==> src/rtl/adc5g_spi_pkg.sv <==
// Shared widths, state encoding and index helper for the ADC5G config-link responder.
package adc5g_spi_pkg;

  localparam int ADC5G_ADDR_W  = 8;
  localparam int ADC5G_DATA_W  = 16;
  localparam int ADC5G_FRAME_W = 24;
  localparam int ADC5G_WR_BIT  = 7;
  localparam int ADC5G_IDX_W   = 7;

  // bit_cnt values of interest: last address bit, last frame bit, saturation ceiling
  localparam logic [4:0] ADC5G_ADDR_LAST  = 5'd7;
  localparam logic [4:0] ADC5G_FRAME_LAST = 5'd23;
  localparam logic [4:0] ADC5G_CNT_MAX    = 5'd31;

  typedef enum logic [1:0] {
    IDLE = 2'd0,
    ADDR = 2'd1,
    DATA = 2'd2,
    DONE = 2'd3
  } adc5g_state_e;

  // True when a 7-bit register index addresses an implemented register.
  function automatic logic adc5g_idx_ok(input logic [ADC5G_IDX_W-1:0] idx,
                                        input logic [7:0]             num_regs);
    return ({1'b0, idx} < num_regs);
  endfunction

endpackage

==> src/rtl/adc5g_spi_sync.sv <==
// Two-flop synchroniser for one SPI pin followed by a single edge-detect stage.
// Level and edge pulses both appear 3 clk after the pin changes.
module adc5g_spi_sync #(
  parameter logic RST_VAL = 1'b0
) (
  input  logic clk,
  input  logic rst_n,
  input  logic i_pin,
  output logic o_level,
  output logic o_rise,
  output logic o_fall
);

  logic r_s1;
  logic r_s2;
  logic r_s3;
  logic r_rise;
  logic r_fall;

  // Metastability chain, delayed copy and registered rise/fall detection
  always_ff @(posedge clk or negedge rst_n) begin
    if (!rst_n) begin
      r_s1   <= RST_VAL;
      r_s2   <= RST_VAL;
      r_s3   <= RST_VAL;
      r_rise <= 1'b0;
      r_fall <= 1'b0;
    end else begin
      r_s1   <= i_pin;
      r_s2   <= r_s1;
      r_s3   <= r_s2;
      r_rise <= r_s2 & ~r_s3;
      r_fall <= ~r_s2 & r_s3;
    end
  end

  assign o_level = r_s3;
  assign o_rise  = r_rise;
  assign o_fall  = r_fall;

endmodule

==> src/rtl/adc5g_spi_responder.sv <==
// Responder end of the ADC5G three-wire config link: deserialises {addr, data}
// frames MSB first, maintains a small register file and returns reads on sdo.
module adc5g_spi_responder
  import adc5g_spi_pkg::*;
#(
  parameter int          NUM_REGS  = 16,
  parameter logic [15:0] RESET_VAL = 16'h0000
) (
  input  logic        clk,
  input  logic        rst_n,
  input  logic        spi_clk_i,
  input  logic        spi_csn_i,
  input  logic        spi_data_i,
  input  logic        spi_rst_n_i,
  output logic        spi_sdo_o,
  output logic        spi_sdo_oe_o,
  input  logic [6:0]  host_addr_i,
  output logic [15:0] host_data_o,
  output logic        wr_strobe_o,
  output logic [6:0]  last_addr_o,
  output logic [15:0] last_data_o,
  output logic        frame_err_o,
  output logic        busy_o
);

  localparam int         IDX_W      = (NUM_REGS > 1) ? $clog2(NUM_REGS) : 1;
  localparam logic [7:0] NUM_REGS_L = 8'(NUM_REGS);

  // synchronised pin events
  logic w_sclk_lvl, w_sclk_rise, w_sclk_fall;
  logic w_csn_lvl,  w_csn_rise,  w_csn_fall;
  logic w_srst_lvl, w_srst_rise, w_srst_fall;
  logic w_srst_hold;

  // data-in synchroniser (no edge detect needed)
  logic r_sdi_s1;
  logic r_sdi_s2;

  // FSM and datapath state
  adc5g_state_e r_state;
  logic [4:0]   r_bit_cnt;
  logic [14:0]  r_shift;
  logic [7:0]   r_addr;
  logic [15:0]  r_shadow;
  logic         r_sdo;
  logic         r_sdo_oe;
  logic         r_wr_strobe;
  logic         r_frame_err;
  logic [6:0]   r_last_addr;
  logic [15:0]  r_last_data;
  logic [15:0]  r_regs [NUM_REGS];

  // combinational helpers
  logic [6:0]   w_rd_idx;
  logic [15:0]  w_rd_val;
  logic [15:0]  w_host_data;
  logic [15:0]  w_wr_data;
  logic         w_wr_ok;

  adc5g_spi_sync #(.RST_VAL(1'b0)) u_sync_sclk (
    .clk     (clk),
    .rst_n   (rst_n),
    .i_pin   (spi_clk_i),
    .o_level (w_sclk_lvl),
    .o_rise  (w_sclk_rise),
    .o_fall  (w_sclk_fall)
  );

  adc5g_spi_sync #(.RST_VAL(1'b1)) u_sync_csn (
    .clk     (clk),
    .rst_n   (rst_n),
    .i_pin   (spi_csn_i),
    .o_level (w_csn_lvl),
    .o_rise  (w_csn_rise),
    .o_fall  (w_csn_fall)
  );

  adc5g_spi_sync #(.RST_VAL(1'b1)) u_sync_srst (
    .clk     (clk),
    .rst_n   (rst_n),
    .i_pin   (spi_rst_n_i),
    .o_level (w_srst_lvl),
    .o_rise  (w_srst_rise),
    .o_fall  (w_srst_fall)
  );

  // SPI reset is level-sensitive; the fall pulse coincides with the level going low
  assign w_srst_hold = ~w_srst_lvl | w_srst_fall;

  // Two-flop synchroniser for serial data in
  always_ff @(posedge clk or negedge rst_n) begin
    if (!rst_n) begin
      r_sdi_s1 <= 1'b0;
      r_sdi_s2 <= 1'b0;
    end else begin
      r_sdi_s1 <= spi_data_i;
      r_sdi_s2 <= r_sdi_s1;
    end
  end

  // Register index carried by the address byte completing on this sclk edge
  assign w_rd_idx  = {r_shift[5:0], r_sdi_s2};
  assign w_wr_data = {r_shift[14:0], r_sdi_s2};
  assign w_wr_ok   = adc5g_idx_ok(r_addr[6:0], NUM_REGS_L);

  // Read-shadow source: addressed register or RESET_VAL when out of range
  always_comb begin
    w_rd_val = RESET_VAL;
    if (adc5g_idx_ok(w_rd_idx, NUM_REGS_L)) begin
      w_rd_val = r_regs[w_rd_idx[IDX_W-1:0]];
    end else begin
      w_rd_val = RESET_VAL;
    end
  end

  // Host read-back mux, RESET_VAL when out of range
  always_comb begin
    w_host_data = RESET_VAL;
    if (adc5g_idx_ok(host_addr_i, NUM_REGS_L)) begin
      w_host_data = r_regs[host_addr_i[IDX_W-1:0]];
    end else begin
      w_host_data = RESET_VAL;
    end
  end

  // Frame FSM, register file and all registered outputs
  always_ff @(posedge clk or negedge rst_n) begin
    if (!rst_n) begin
      r_state     <= IDLE;
      r_bit_cnt   <= 5'd0;
      r_shift     <= 15'd0;
      r_addr      <= 8'd0;
      r_shadow    <= 16'd0;
      r_sdo       <= 1'b0;
      r_sdo_oe    <= 1'b0;
      r_wr_strobe <= 1'b0;
      r_frame_err <= 1'b0;
      r_last_addr <= 7'd0;
      r_last_data <= 16'd0;
      for (int i = 0; i < NUM_REGS; i++) begin
        r_regs[i] <= RESET_VAL;
      end
    end else begin
      r_wr_strobe <= 1'b0;
      r_frame_err <= 1'b0;
      if (w_srst_hold) begin
        // SPI reset aborts any frame silently
        r_state   <= IDLE;
        r_bit_cnt <= 5'd0;
        r_shadow  <= 16'd0;
        r_sdo     <= 1'b0;
        r_sdo_oe  <= 1'b0;
        for (int i = 0; i < NUM_REGS; i++) begin
          r_regs[i] <= RESET_VAL;
        end
      end else begin
        case (r_state)
          IDLE: begin
            if (w_csn_fall && !w_csn_lvl) begin
              r_state   <= ADDR;
              r_bit_cnt <= 5'd0;
              r_shift   <= 15'd0;
            end else if (w_srst_rise) begin
              r_bit_cnt <= 5'd0;
            end
          end

          ADDR: begin
            if (w_csn_rise) begin
              r_frame_err <= 1'b1;
              r_state     <= IDLE;
              r_sdo       <= 1'b0;
              r_sdo_oe    <= 1'b0;
            end else if (w_sclk_rise) begin
              r_shift   <= {r_shift[13:0], r_sdi_s2};
              r_bit_cnt <= r_bit_cnt + 5'd1;
              if (r_bit_cnt == ADC5G_ADDR_LAST) begin
                r_addr  <= {r_shift[6:0], r_sdi_s2};
                r_state <= DATA;
                // addr[7] is r_shift[6] at this point; reads snapshot the register now
                if (!r_shift[6]) begin
                  r_shadow <= w_rd_val;
                  r_sdo_oe <= 1'b1;
                end
              end
            end
          end

          DATA: begin
            if (w_sclk_rise && (r_bit_cnt == ADC5G_FRAME_LAST)) begin
              // 24th bit wins over a coincident csn rise
              r_bit_cnt <= r_bit_cnt + 5'd1;
              r_sdo     <= 1'b0;
              r_sdo_oe  <= 1'b0;
              r_state   <= w_csn_rise ? IDLE : DONE;
              if (r_addr[ADC5G_WR_BIT]) begin
                if (w_wr_ok) begin
                  r_regs[r_addr[IDX_W-1:0]] <= w_wr_data;
                  r_last_addr <= r_addr[6:0];
                  r_last_data <= w_wr_data;
                  r_wr_strobe <= 1'b1;
                end else begin
                  r_frame_err <= 1'b1;
                end
              end
            end else if (w_csn_rise) begin
              r_frame_err <= 1'b1;
              r_state     <= IDLE;
              r_sdo       <= 1'b0;
              r_sdo_oe    <= 1'b0;
            end else begin
              if (w_sclk_rise) begin
                r_shift   <= {r_shift[13:0], r_sdi_s2};
                r_bit_cnt <= r_bit_cnt + 5'd1;
              end
              // read data launched on sclk falling, MSB first
              if (w_sclk_fall && !w_sclk_lvl && !r_addr[ADC5G_WR_BIT]) begin
                r_sdo    <= r_shadow[15];
                r_shadow <= {r_shadow[14:0], 1'b0};
              end
            end
          end

          DONE: begin
            if (w_csn_rise) begin
              r_state <= IDLE;
            end else if (w_sclk_rise && (r_bit_cnt != ADC5G_CNT_MAX)) begin
              r_bit_cnt <= r_bit_cnt + 5'd1;
            end
          end

          default: begin
            r_state  <= IDLE;
            r_sdo    <= 1'b0;
            r_sdo_oe <= 1'b0;
          end
        endcase
      end
    end
  end

  assign spi_sdo_o    = r_sdo;
  assign spi_sdo_oe_o = r_sdo_oe;
  assign host_data_o  = w_host_data;
  assign wr_strobe_o  = r_wr_strobe;
  assign last_addr_o  = r_last_addr;
  assign last_data_o  = r_last_data;
  assign frame_err_o  = r_frame_err;
  assign busy_o       = (r_state != IDLE);

endmodule

==> config.mk <==
export PLATFORM = sky130hd
export DESIGN_NAME = adc5g_spi_responder
export DESIGN_NICKNAME = d
export VERILOG_FILES = /design/src/rtl/adc5g_spi_pkg.sv /design/src/rtl/adc5g_spi_sync.sv /design/src/rtl/adc5g_spi_responder.sv
export SDC_FILE = /design/constraint.sdc
export NUM_CORES = 1
export LEC_CHECK = 0
export CAP_MARGIN = 20
export CORE_MARGIN = 3
export CORE_UTILIZATION = 45
export CTS_BUF_LIST = sky130_fd_sc_hd__clkbuf_4
export DETAILED_ROUTE_END_ITERATION = 12
export DONT_BUFFER_PORTS = 1
export PLACE_DENSITY_LB_ADDON = 0.25
export SYNTH_ARGS = -nofsm -noshare
export SYNTH_HDL_FRONTEND = slang
export SYNTH_HIERARCHICAL = 1
export SYNTH_SLANG_ARGS = --single-unit
==> constraint.sdc <==
create_clock -name clk -period 5.4 [get_ports clk]
set_clock_uncertainty 0.15 [all_clocks]
set_input_delay 1.62 -clock clk [delete_from_list [all_inputs] [get_ports clk]]
set_output_delay 1.62 -clock clk [all_outputs]
set_load 0.005 [all_outputs]
* After elaboration in Yosys (flattened, before gate mapping)
Index checks and enable logic that the tools add are counted.
** Word-level totals
- Bits in registers :: 346
- Output and inout bits :: 44
- Word-level logic and storage cells :: 193
** Cells by class
- Multiplexer cells :: 72
- Equal/unequal tests :: 25
- Add/sub/neg operators :: 1
- Bitwise logic cells :: 18
- Magnitude comparators :: 7
- Reductions and logical operators :: 26
** Operators by type and width (number)
- $mux 256 :: 5
- $bwmux 256 :: 1
- $mux 16 :: 15
- $bmux 16 s4 :: 2
- $demux 16 s4 :: 1
- $mux 15 :: 4
- $pmux 15 s3 :: 1
- $mux 5 :: 8
- $pmux 16 s2 :: 1
- $ne 3x3->1 const B :: 9
- $lt 7x5->1 const B :: 3
- $mux 1 :: 21
- $pmux 5 s4 :: 1
- $mux 2 :: 8
- $ne 4x3->1 const B :: 4
- $ge 5x5->1 const B :: 3
- $not 4->5 :: 3
- $reduce_and 5->1 :: 3
- $reduce_bool 2->1 :: 5
- $reduce_and 3->1 :: 3
- $not 1->1 :: 8
- $pmux 2 s4 :: 1
- $reduce_and 4->1 :: 2
- $reduce_and 8->1 :: 1
- 18 further kinds :: 36

* Longest topological paths before layout
Gate-level depths: netlist (run 1).
- Word-level depth :: 11
- Mapped depth :: 10
- Mapped depth without buffers :: 7

* Modules after synthesis
The synthesis (run 1) kept the hierarchy.
** Modules (own cells, without submodules)
- adc5g_spi_responder :: times used 1, seq. area each 8282.9 um^2, cells each 1777, area an instance 17789.6 um^2
- adc5g_spi_sync (u_sync_csn ...) :: times used 2, seq. area each 128.9 um^2, cells each 7, area an instance 143.9 um^2
- adc5g_spi_sync (u_sync_sclk) :: times used 1, seq. area each 125.1 um^2, cells each 7, area an instance 140.1 um^2

* Worst setup path before layout (run 1)
Ideal clock, no wire load.
- Kind :: in2out
- From :: in host_addr_i[1]
- To :: out host_data_o[0]
- Arrival :: 3.187 ns
- Required time :: 3.630 ns
- Setup slack :: 0.443 ns
- Cell stages on the path :: 5
- Cell sequence :: clkbuf_1 clkbuf_1 mux4_2 mux4_2 nor2b_1
** Between the ends
- Longest elaborated chain between the ends :: 5
** Ends and longest elaborated chain
- start: declaration :: line adc5g_spi_responder.sv:17 : input logic [6:0] host_addr_i,
- $not 4->5 (implied by the code) :: line adc5g_spi_responder.sv:120 : w_host_data = r_regs[host_addr_i[IDX_W-1:0]];
- $bmux 16 s4 :: line adc5g_spi_responder.sv:120
- $mux 16 (implied by the code) (2 in series) :: line adc5g_spi_responder.sv:120
- $mux 16 (*) :: line adc5g_spi_responder.sv:119 : if (adc5g_idx_ok(host_addr_i, NUM_REGS_L)) begin
- end: declaration :: line adc5g_spi_responder.sv:18 : output logic [15:0] host_data_o,
Mark *: on every way between the ends. The rest lies on a longest branch, timed or not. The select of a mux whose other input is x is not followed.

* Worst setup path after layout (run 1)
- From :: in host_addr_i[0]
- To :: out host_data_o[5]
The elaborated chain is that of the path after synthesis.

==> results of run 1 <==
-- cell type report --
type                    instances  area share
multi-input cells            1279       0.450
flip-flops and latches        346       0.443
clock buffers                 134      0.0514
well taps                     525      0.0335
repair buffers                 23      0.0133
clock inverters                26     0.00709
inverters                       9     0.00173
diodes                          2    0.000256
-- Yosys cell counts (all sizes together) --
cell	n	area, um2
a221o	15	156
ha	8	100
o21ai	25	125
a211oi	1	7.51
mux4	144	3240
o31a	1	8.76
o211ai	1	7.51
o22a	1	8.76
nand4b	1	15.0
or3	3	18.8
nand3	13	77.6
nand3b	2	15.0
a211o	1	8.76
nor3b	3	22.5
dfstp	6	158
nor2	27	121
a21o	3	22.5
and2	7	43.8
nor4b	2	47.6
and4b	1	11.3
or2	4	25.0
nand4	14	121
and3	5	32.5
dfrtp	340	8510
a21oi	281	1420
mux2	9	101
a31o	1	8.76
clkbuf	95	358
a41o	1	10.0
a32o	1	10.0
a22oi	35	277
a31oi	1	6.26
nor2b	28	175
nand2	616	2310
buf	69	385
or4	1	7.51
nor4	4	40.0
nor3	5	35.0
o41ai	2	36.3
nand2b	5	31.3
inv	9	33.8
or4b	1	13.8
and2b	3	26.3
a22o	3	26.3
-- power by group --
| group | internal, uW | switching [uW] | leakage, uW | total [uW] |
|---|---|---|---|---|
| clock network | 1180 | 1120 | 0.000677 | 2300 |
| logic | 88.6 | 139 | 0.00220 | 228 |
| registers | 2600 | 53.4 | 0.00479 | 2660 |
| total | 3880 | 1310 | 0.00767 | 5180 |
-- registers in the layout, summed over array words and instances (netlist names), 2 cells and up --
signal,flops
last_data_o,16
last_addr_o,7
r_shadow,16
r_bit_cnt,5
r_addr,8
r_shift,15
r_state,2
r_regs,256
-- stage by stage --
stage	total power, uW	setup WS, ns
after floorplan	2890	0.443
after global placement	2920	0.744
after detailed placement	2930	0.740
after CTS	5230	0.737
after global routing	5400	0.739
final	5180	0.738
-- worst paths after layout --
kind	cells past startpoint	to	slack [ns]
setup / recovery	3	host_data_o[5]	0.74
hold / removal	0	r_sdi_s2	0.19
setup reg to reg	8	r_regs[188]	1.79
hold reg to reg	0	r_sdi_s2	0.19
max in group asynchronous	0	r_shift[0]	3.26
min in group asynchronous	0	r_regs[139]	0.40
-- routing by layer --
| metal | track usage | up-vias | part of all wire |
|---|---|---|---|
| met3 | 0.0884 | 120 | 0.12 |
| li1 | - | 6265 | - |
| met2 | 0.391 | 895 | 0.45 |
| met4 | 0.107 | 0 | 0.029 |
| met1 | 0.371 | 7300 | 0.40 |
| met5 | 0 | - | 0 |
-- worst register-to-register path: stages (launching register included) --
cell	delay, ns
dfrtp_1	0.44
inv_1	0.15
ha_1	0.51
and2_1	0.51
nand4_2	0.23
nor2_2	1.04
buf_4	0.27
nand2_1	0.05
a21oi_1	0.18
-- kinds of logic after synthesis --
family	after synthesis	synth area share
fa+ha+maj	8	0.00549
simple gates	745	0.175
flops	346	0.476
compound gates	373	0.117
mux	153	0.184
buf+inv	173	0.0427
==> impl_metrics.py, run 1 <==
metrics = {
    "clock_network": {
        "numCtsBuffers": 93,
        "clk_path_buf_depth": 3,
        "cts_tree": "done",
        "cts_setup_buffers": 0,
        "clock_latency_ns": 0.79,
        "ctsResizeCount": 0,
        "clk_pin_slew_ns": 0.06,
        "postCtsHoldBufs": 0,
        "cts_sinks": 346,
        "h-tree-depth": 3,
        "cts_root_buffer": "clkbuf_4",
    },
    "grt": {
        "globalRouteOverflowTotal": 0,
        "grt_pass1_vias": 14234,
        "grt_pass1_wl_um": 88700,
        "grt_max_degree": 347,
        "track_usage": 0.267,
        "antenna_found_initial": 2,
    },
    "flow_run": {
        "maxCapViolCount": 0,
    },
    "synthesis": {
        "synth_seq_cells": 346,
        "synth.distinct_cells": 59,
        "yosys_warnings": 6,
        "yosysSeqAreaShare": 0.476,
        "syn-cell-area_mm2": 0.0182,
        "syn_inst": 1798,
        "avgSynthCellArea_um2": 10.1,
        "synth.net_count": 1819,
    },
    "route": {
        "wl_per_cell_um": 24.6,
        "post_drt_via_cell_ratio": 6.22,
        "drc": 0,
        "drt-initial-drc-count": 1858,
        "vias": 14580,
        "postRouteAntennaNets": 0,
        "totalWireLength_um": 57700,
        "drtPass1Iterations": 6,
    },
    "die": {
        "rows": 73,
        "die-area_mm2": 0.0429,
        "start_util": 0.457,
        "core_region_area_mm2": 0.0398,
        "num_io_pins": 57,
        "fp.dieH_um": 207,
        "die_w_um": 207,
    },
    "pwr": {
        "p_per_area_mw_per_mm2": 265,
        "leakage_uw": 0.00767,
        "vdd_drop_max_mv": 0.129,
    },
    "run_status": {
        "status": "finished with violations",
        "violations": "max-slew violations",
    },
    "layout": {
        "layout_commonest_cell": "nand2_1",
        "stdcell_area_mm2": 0.0196,
        "multi_input_area_mm2": 0.00881,
        "drive_above_1_share": 0.205,
        "area_growth_pct": 7.49,
        "final-instance-count-excl-fill": 2344,
        "nNetsFinal": 1773,
        "final_cell_mix": "nand2_1 (616), dfrtp_1 (338), a21oi_1 (280)",
        "fill_cells": 3617,
        "fin_util": 0.492,
        "register_area_mm2": 0.00867,
    },
    "setup_path": {
        "critPathTopFamily": "multiplexers",
        "arrival_ns": 2.89,
        "cp_num_buf_inv": 0,
        "worst_setup_path_end_kind": "primary output",
        "worst-path-max-fanout": 64,
        "slowest_stage": "mux4_2",
        "startpoint": "host_addr_i[0]",
        "start_kind": "input port",
        "crit_type": "input port to primary output",
        "timing.critical_path.mode_cell": "mux4_2",
        "reg2reg_from": "r_state[0]",
        "path_cells": "mux4_2 -> mux4_2 -> nor2b_1",
        "slowest_delay_ns": 0.56,
        "crit_required_ns": 3.63,
    },
    "sta": {
        "fin_crit_sh": 0.863,
        "slew_violations": 159,
        "worst_pin_slew_ns": 1.78,
        "rsz0062_at_grt": "false",
        "finalCriticalPeriod_ns": 4.66,
        "fin_tns_setup_ns": 0,
        "hold_viol": 0,
        "max_clock_freq_mhz": 214,
        "maxSlewHeadroom": -0.188,
        "whs_ns": 0.194,
        "setup_violations": 0,
    },
    "place": {
        "post-dp-hpwl_um": 35800,
        "placed_area_mm2": 0.0184,
        "port-buffer-count": 0,
        "gp_congestion": 0.890,
        "dp.cells": 2178,
    },
    "worst_hold_path": {
        "worstHoldStart": "r_sdi_s1",
        "hold_path.class": "flop to flop",
    },
}
No activity file was read; power rests on OpenSTA's default activity.
==> inputs of run 2 (changes only) <==
--- a/config.mk
+++ b/config.mk
@@ -7,8 +7,9 @@
 export LEC_CHECK = 0
 export CAP_MARGIN = 20
 export CORE_MARGIN = 3
-export CORE_UTILIZATION = 45
+export CORE_UTILIZATION = 40
 export CTS_BUF_LIST = sky130_fd_sc_hd__clkbuf_4
+export CTS_CLUSTER_DIAMETER = 60
 export DETAILED_ROUTE_END_ITERATION = 12
 export DONT_BUFFER_PORTS = 1
 export PLACE_DENSITY_LB_ADDON = 0.25
==> run 2 against run 1 <==
Register-to-register slack about the same. Total power rose by 1.5%. Worst hold slack got worse by 0.0083 ns. Largest cell class unchanged. Routed wire length increased by 2.3%. Design area is 0.56% higher. Critical path type unchanged. Flip-flop and latch count is the same. Fmax rose by 0.35%. Die area increased by 12%. Count of clock-buffer cells in the layout grew 13. The run still ends with max-slew violations left.
==> impl_metrics.py, run 2 (same netlist as run 1, synthesis figures left out) <==
metrics = {
    "run_status": {
        "status": "finished with violations",
        "violations": "max-slew violations",
    },
    "clock_network": {
        "cts_setup_buffers": 0,
        "numCtsBuffers": 91,
        "clock_latency_ns": 0.79,
        "postCtsHoldBufs": 0,
        "h-tree-depth": 3,
        "ctsResizeCount": 0,
        "cts_sinks": 346,
        "cts_tree": "done",
        "clk_path_buf_depth": 3,
        "clk_pin_slew_ns": 0.07,
        "cts_root_buffer": "clkbuf_4",
    },
    "grt": {
        "track_usage": 0.250,
        "grt_max_degree": 347,
        "grt_pass1_wl_um": 90000,
        "grt.busiest_layer": "met2",
        "globalRouteOverflowTotal": 0,
        "grt_util_met2": 0.382,
        "antenna_found_initial": 2,
        "grt_pass1_vias": 14157,
        "grtUsageMet3": 0.0768,
        "use_met1": 0.337,
    },
    "layout": {
        "nNetsFinal": 1780,
        "register_area_mm2": 0.00867,
        "multi_input_area_mm2": 0.00880,
        "area_growth_pct": 8.09,
        "drive_above_1_share": 0.213,
        "final_cell_mix": "nand2_1 (616), dfrtp_1 (338), a21oi_1 (280)",
        "layout_commonest_cell": "nand2_1",
        "regMostFlops": "r_regs",
        "stdcell_area_mm2": 0.0197,
        "fill_cells": 4174,
        "largest_reg_flops": 256,
    },
    "die": {
        "die-area_mm2": 0.0481,
        "start_util": 0.408,
        "num_io_pins": 57,
        "core_region_area_mm2": 0.0446,
        "fp.dieH_um": 219,
        "die_w_um": 219,
        "rows": 77,
    },
    "sta": {
        "rsz0062_at_grt": "false",
        "fin_tns_setup_ns": 0,
        "fin_crit_sh": 0.860,
        "setup_violations": 0,
        "max_clock_freq_mhz": 215,
        "fin_ws_ns": 0.754,
        "finalCriticalPeriod_ns": 4.65,
        "hold_viol": 0,
        "worst_pin_slew_ns": 1.56,
        "slew_violations": 58,
        "maxSlewHeadroom": -0.0422,
    },
    "setup_path": {
        "arrival_ns": 2.88,
        "worst_setup_path_end_kind": "primary output",
        "startpoint": "host_addr_i[0]",
        "start_kind": "input port",
        "regToRegSetupSlack_ns": 1.80,
        "reg2reg_from": "r_state[0]",
        "worst-path-max-fanout": 64,
        "crit_required_ns": 3.63,
        "crit_type": "input port to primary output",
    },
    "pwr": {
        "p_per_area_mw_per_mm2": 267,
        "leakage_uw": 0.00772,
        "vdd_drop_max_mv": 0.105,
    },
    "route": {
        "totalWireLength_um": 59000,
        "drtPass1Iterations": 6,
        "wl_per_cell_um": 24.4,
        "postRouteAntennaNets": 0,
        "vias": 14336,
        "post_drt_via_cell_ratio": 5.93,
        "drt-initial-drc-count": 1650,
        "drc": 0,
    },
    "place": {
        "place_ws_ns": 0.743,
        "post-dp-hpwl_um": 35200,
        "port-buffer-count": 0,
        "gp_congestion": 0.855,
        "placed_area_mm2": 0.0185,
    },
    "worst_hold_path": {
        "worstHoldStart": "u_sync_sclk/r_s1",
        "hold_path.class": "flop to flop",
    },
    "flow_run": {
        "maxCapViolCount": 0,
    },
}
## run 2: cell types whose count changed in the layout (fill, tap and decap cells not counted), sizes merged
cell,change
clkinv,-16
clkbuf,+12
buf,+10
clkinvlp,-1
diode,+1
inv,+1
## run 2: layout make-up
cell class	instances	share of cell area
Antenna cell	3	0.000381
Clock buffer	147	0.0560
Clock inverter	10	0.00343
Inverter	9	0.00172
Multi-Input combinational cell	1279	0.447
Sequential cell	346	0.440
Tap cell	592	0.0376
Timing Repair Buffer	32	0.0136
## run 2: final timing paths
check / depth (start not counted) / to
max: 3 / host_data_o[5]
min: 0 / u_sync_sclk/r_s2
max reg2reg: 7 / r_regs[11]
min reg2reg: 0 / u_sync_sclk/r_s2
max in group asynchronous: 0 / r_regs[211]
min in group asynchronous: 0 / r_regs[172]
## run 2: worst max-delay path, stage by stage
cell	delay (ns)
mux4_2	0.50
mux4_2	0.55
nor2b_1	0.18
## run 2: stage by stage
step	std cells	total power (uW)	utilization	hold slack (ns)
5_1_grt	2418	5480	0.441	0.197
3_5_place_dp	2257	2930	0.415	0.188
2_1_floorplan	1798	2890	-	0.181
4_1_cts	2414	5310	0.441	0.190
6_report	2418	5260	0.441	0.186
3_3_place_gp	2256	2930	0.414	0.182
## run 2: metal layers
layer | routed length, um | vias up
met5 | 0 | -
met4 | 1970 | 0
met3 | 6080 | 122
met2 | 27200 | 797
met1 | 23800 | 7163
li1 | - | 6254
## run 2: report_power, final
part	total (uW)	internal, uW	leakage [uW]	switching [uW]
Clock	2380	1260	0.000709	1110
Sequential	2670	2600	0.00479	62.9
Combinational	223	90.5	0.00222	132
